--- src/rtl/fetch_pkg.sv ---
// Shared types and constants for the instruction fetch front end.
// Holds the PCSrc encodings, the nop word and the buffered entry layout.
package fetch_pkg;

    localparam logic [1:0] PCSRC_SEQ    = 2'b00;
    localparam logic [1:0] PCSRC_BRANCH = 2'b01;
    localparam logic [1:0] PCSRC_JALR   = 2'b10;

    localparam logic [31:0] INSTR_NOP = 32'h0000_0013;

    typedef struct packed {
        logic [31:0] pc;
        logic [31:0] instr;
    } fetch_entry_t;

endpackage

--- src/rtl/fetch_fifo.sv ---
// Registered FIFO of fetched {pc, instr} entries.
// Flush wins over push and pop; a push into a full FIFO is allowed alongside a pop.
module fetch_fifo
    import fetch_pkg::*;
#(
    parameter int DEPTH = 2
) (
    input  logic                     clk,
    input  logic                     rst_n,
    input  logic                     push,
    input  logic                     pop,
    input  logic                     flush,
    input  fetch_entry_t             wdata,
    output fetch_entry_t             rdata,
    output logic [$clog2(DEPTH):0]   count,
    output logic                     empty
);

    localparam int AW = $clog2(DEPTH);
    localparam int CW = AW + 1;

    fetch_entry_t   mem [DEPTH];
    logic [AW-1:0]  wptr;
    logic [AW-1:0]  rptr;
    logic           full;
    logic           do_push;
    logic           do_pop;

    assign empty   = (count == '0);
    assign full    = (count == CW'(DEPTH));
    assign do_pop  = pop && !empty;
    assign do_push = push && (!full || do_pop);
    assign rdata   = mem[rptr];

    always_ff @(posedge clk or negedge rst_n) begin
        if (!rst_n) begin
            wptr  <= '0;
            rptr  <= '0;
            count <= '0;
        end else if (flush) begin
            wptr  <= '0;
            rptr  <= '0;
            count <= '0;
        end else begin
            if (do_push)
                wptr <= wptr + AW'(1);
            if (do_pop)
                rptr <= rptr + AW'(1);
            count <= count + CW'(do_push) - CW'(do_pop);
        end
    end

    always_ff @(posedge clk) begin
        if (do_push && !flush)
            mem[wptr] <= wdata;
    end

endmodule

--- src/rtl/instr_fetch_unit.sv ---
// Sequential fetch front end: owns the fetch PC, tracks in-flight reads,
// buffers returned words and redirects on taken branch/jalr pops.
module instr_fetch_unit
    import fetch_pkg::*;
#(
    parameter logic [31:0] RESET_PC = 32'h0000_0000,
    parameter int          DEPTH    = 2
) (
    input  logic        clk,
    input  logic        rst_n,
    output logic        imem_req,
    output logic [31:0] imem_addr,
    input  logic        imem_gnt,
    input  logic        imem_rvalid,
    input  logic [31:0] imem_rdata,
    output logic [31:0] Instr,
    output logic [31:0] instr_pc,
    output logic        instr_valid,
    input  logic        instr_ready,
    input  logic [1:0]  PCSrc,
    input  logic [31:0] branch_target,
    input  logic [31:0] jalr_target
);

    localparam int CW = $clog2(DEPTH) + 1;

    logic [31:0]   fetch_pc;
    logic [31:0]   resp_pc;
    logic [CW-1:0] inflight;
    logic [CW-1:0] discard_cnt;
    logic [CW-1:0] fifo_count;
    logic [CW:0]   occupancy;
    logic          fifo_empty;
    fetch_entry_t  head;
    fetch_entry_t  wentry;
    logic          pop;
    logic          redirect;
    logic          fire;
    logic          accept;
    logic [31:0]   target;

    assign pop = instr_valid && instr_ready;

    always_comb begin
        redirect = 1'b0;
        target   = branch_target;
        unique case (1'b1)
            pop && (PCSrc == PCSRC_BRANCH): begin
                redirect = 1'b1;
                target   = branch_target;
            end
            pop && (PCSrc == PCSRC_JALR): begin
                redirect = 1'b1;
                target   = {jalr_target[31:1], 1'b0};
            end
            default: ;
        endcase
    end

    // Count buffered plus outstanding words so every response has a slot.
    assign occupancy = {1'b0, fifo_count} + {1'b0, inflight};
    assign imem_req  = rst_n && !redirect && (occupancy < (CW+1)'(DEPTH));
    assign imem_addr = fetch_pc;
    assign fire      = imem_req && imem_gnt;
    assign accept    = imem_rvalid && !redirect && (discard_cnt == '0);

    always_ff @(posedge clk or negedge rst_n) begin
        if (!rst_n) begin
            fetch_pc    <= RESET_PC;
            resp_pc     <= RESET_PC;
            inflight    <= '0;
            discard_cnt <= '0;
        end else begin
            inflight <= inflight + CW'(fire) - CW'(imem_rvalid);
            if (redirect) begin
                fetch_pc    <= target;
                resp_pc     <= target;
                discard_cnt <= inflight - CW'(imem_rvalid);
            end else begin
                if (fire)
                    fetch_pc <= fetch_pc + 32'd4;
                if (accept)
                    resp_pc <= resp_pc + 32'd4;
                if (imem_rvalid && (discard_cnt != '0))
                    discard_cnt <= discard_cnt - CW'(1);
            end
        end
    end

    assign wentry = '{pc: resp_pc, instr: imem_rdata};

    fetch_fifo #(
        .DEPTH (DEPTH)
    ) u_fifo (
        .clk   (clk),
        .rst_n (rst_n),
        .push  (accept),
        .pop   (pop),
        .flush (redirect),
        .wdata (wentry),
        .rdata (head),
        .count (fifo_count),
        .empty (fifo_empty)
    );

    assign instr_valid = !fifo_empty;
    assign Instr       = fifo_empty ? INSTR_NOP : head.instr;
    assign instr_pc    = fifo_empty ? 32'h0 : head.pc;

endmodule

--- config.mk ---
export PLATFORM = sky130hd
export DESIGN_NAME = instr_fetch_unit
export DESIGN_NICKNAME = d
export VERILOG_FILES = /design/src/rtl/fetch_pkg.sv /design/src/rtl/fetch_fifo.sv /design/src/rtl/instr_fetch_unit.sv
export SDC_FILE = /design/constraint.sdc
export NUM_CORES = 1
export LEC_CHECK = 0
export ABC_AREA = 1
export ABC_CLOCK_PERIOD_IN_PS = 5400
export CAP_MARGIN = 20
export CORE_MARGIN = 4
export CORE_UTILIZATION = 40
export CTS_CLUSTER_DIAMETER = 50
export CTS_CLUSTER_SIZE = 16
export DETAILED_ROUTE_END_ITERATION = 8
export PLACE_DENSITY = 0.71
export SYNTH_ARGS = -nofsm -noshare
export SYNTH_HDL_FRONTEND = slang
export SYNTH_SLANG_ARGS = --single-unit
--- constraint.sdc ---
create_clock -name clk -period 5.4 [get_ports clk]
set_input_delay 0.54 -clock clk [delete_from_list [all_inputs] [get_ports clk]]
set_output_delay 0.54 -clock clk [all_outputs]
set_load 0.005 [all_outputs]
==> results.yml <==
status:
  status: "completed"
layout:
  antenna_cells: 0
  stdcell_count: 1768
  final_cell_mix: "464 x nand2_1, 198 x clkdlybuf4s50_1, 155 x nor2_1"
  drive_above_1_share: 0.0410
  area_growth_pct: 27.8
  fillers: 2370
  mostFrequentLayoutCell: "nand2_1"
  nets: 1537
sta:
  setup_violations: 0
  hold_viol: 0
  fin_crit_ns: 3.77
  rsz0062_at_grt: "false"
  relSlewSlack: 0.354
  finClkSkew_ns: 0.0121
  fmax_mhz: 266
  worstMarginPinSlew_ns: 0.966
  drv_slew: 0
  fin_hold_ws_ns: 0.132
  layout_setup_ws_ns: 1.63
  timing.final.crit_share: 0.697
  fin_setup_tns_ns: 0
clock_network:
  cts_tree: "built"
  holdBufCountCts: 0
  cts.sinks: 198
  cts_resized: 0
  clk_pin_slew_worst_paths_ns: 0.07
  h-tree-depth: 4
  cts_root_buf: "clkbuf_16"
  cts_buffers: 17
  cts_buffer_depth: 2
  clk_latency_ns: 0.43
  post_cts_buffers: 0
worst_setup_path:
  crit_cells: 8
  required_ns: 4.86
  slowest_stage: "clkdlybuf4s50_1"
  path_class: "input pin to output port"
  critical-path-top-delay-family: "buffers and inverters"
  cp-end-kind: "output port"
  worst-path-buf-inv: 4
  start_kind: "input pin"
  reg2reg_depth: 7
  critPathMaxFanout: 35
  arrival_ns: 3.23
  path_cells: "clkdlybuf4s50_1, nor2_2, buf_4, nand2_1, buf_4, nand2_4, nor2_2, clkdlybuf4s50_1"
  cpPeakStageDelay_ns: 0.59
synthesis:
  seq_area_frac_synth: 0.551
  synthTopCellsByArea: "edfxtp_1 38%, dfrtp_1 17%, nand2_1 17%, nor2_1 5.8%, nand3_1 5.1%"
  avgSynthCellArea_um2: 8.13
  synth.distinct_cells: 34
  synth_top_area_frac: 0.379
  syn_area_um2: 10100
  synth_cells: 1248
  yosysTopAreaCell: "edfxtp_1"
  ys_warn_count: 0
  synth_nets: 1360
  synth-seq-cells: 198
route:
  wl_per_cell_um: 15.5
  first_iter_violations: 729
  viasPerCell: 5.03
  drt_wl_total_mm: 27.5
  ant_nets: 0
  via_count: 8893
  firstDrtPassIters: 6
  drc: 0
hold_path:
  hp-class: "input pin to async pin"
floorplan:
  chipHeight_um: 167
  die_area_um2: 28000
  num_rows: 58
  dieWidth_um: 167
  io-pin-count: 201
  core-area_um2: 25000
  initial_core_util: 0.405
placed_design:
  dpl_worst_slack_ns: 1.57
  place_hpwl_mm: 19.1
  dp_cells: 1736
  gp_congestion: 0.894
  portBuffers: 199
pwr:
  power_leakage_nw: 5.48
  peakVddDrop_mv: 0.227
  p_total_mw: 6.49
  p_per_area_nw_per_um2: 500
global_routing:
  gr-total-overflow: 0
  grt_pass1_vias: 8372
  grtUsageTotal: 0.193
  grt_pass1_wl_mm: 43.6
  grt_antenna_before_repair: 0
  grt_max_degree: 66
run:
  maxCapViolations: 0
==> worst paths after layout <==
check	slack [ns]	startpoint	end
min in group clk	0.55	resp_pc[0]$_DFFE_PN0P_	u_fifo.mem[1][32]$_DFFE_PP_
max in group asynchronous	4.19	rst_n	resp_pc[0]$_DFFE_PN0P_
worst min register to register	0.55	resp_pc[0]$_DFFE_PN0P_	u_fifo.mem[1][32]$_DFFE_PP_
worst max register to register	2.43	u_fifo.count[1]$_DFF_PN0_	u_fifo.mem[1][22]$_DFFE_PP_
worst min-delay path	0.13	rst_n	imem_addr[25]$_DFFE_PN0P_
worst max-delay path	1.63	PCSrc[0]	imem_req
==> sequential cells by signal, indices dropped and copies added (netlist names) <==
register,count
imem_addr,31
resp_pc,31
u_fifo.mem,128
u_fifo.wptr,1
u_fifo.rptr,1
discard_cnt,2
u_fifo.count,2
inflight,2
==> cells in the mapped netlist, drive strengths merged <==
cell,number
nand3b,6
o211ai,2
and2,3
a22oi,1
inv,85
nand2,465
o21bai,3
a32o,1
a21oi,103
clkbuf,16
edfxtp,128
nand4,4
dfrtp,70
clkinv,1
nor2,161
or2,3
nor3,7
xor2,4
nand3,104
fa,1
ha,8
buf,36
xnor2,6
o21ai,30
==> cells by family (layout without fill, tap and decap cells) <==
logic type / after synthesis / in the layout / share of synthesized area
and+or+nand+nor: 753 / 753 / 0.300
DFF: 198 / 198 / 0.551
AOI/OAI and AO/OA: 140 / 140 / 0.0725
buffers and inverters: 138 / 328 / 0.0560
xor gates and xnor gates: 10 / 10 / 0.00863
adders and majority gates: 9 / 9 / 0.0118
==> through the flow <==
step,utilization,instance area [µm²]
2_1_floorplan,-,10100
5_1_grt,0.518,13000
6_report,0.518,13000
4_1_cts,0.518,13000
3_3_place_gp,0.495,12400
3_5_place_dp,0.495,12400
==> layout make-up <==
type	instances	area (µm²)	area share
flip-flops and latches	198	5600	0.431
multi-input cells	912	4000	0.308
repair buffers	210	2070	0.160
clock buffers	17	425	0.0328
well taps	330	413	0.0318
inverters	86	323	0.0249
clock inverters	15	145	0.0112
==> power by group <==
group	internal, mW	total (mW)	switching (mW)
combinational	1.26	2.74	1.49
sequential	2.09	2.51	0.422
clock	0.647	1.23	0.583
==> layer usage <==
| metal | track usage | part of all wire | up-vias | wire, µm |
|---|---|---|---|---|
| li1 | - | - | 4421 | - |
| met1 | 0.274 | 0.46 | 4104 | 12600 |
| met2 | 0.304 | 0.45 | 345 | 12300 |
| met3 | 0.0498 | 0.085 | 23 | 2320 |
| met4 | 0.0374 | 0.0091 | 0 | 250 |
| met5 | 0 | 0 | - | 0 |
(Power assumes the default switching activity.)
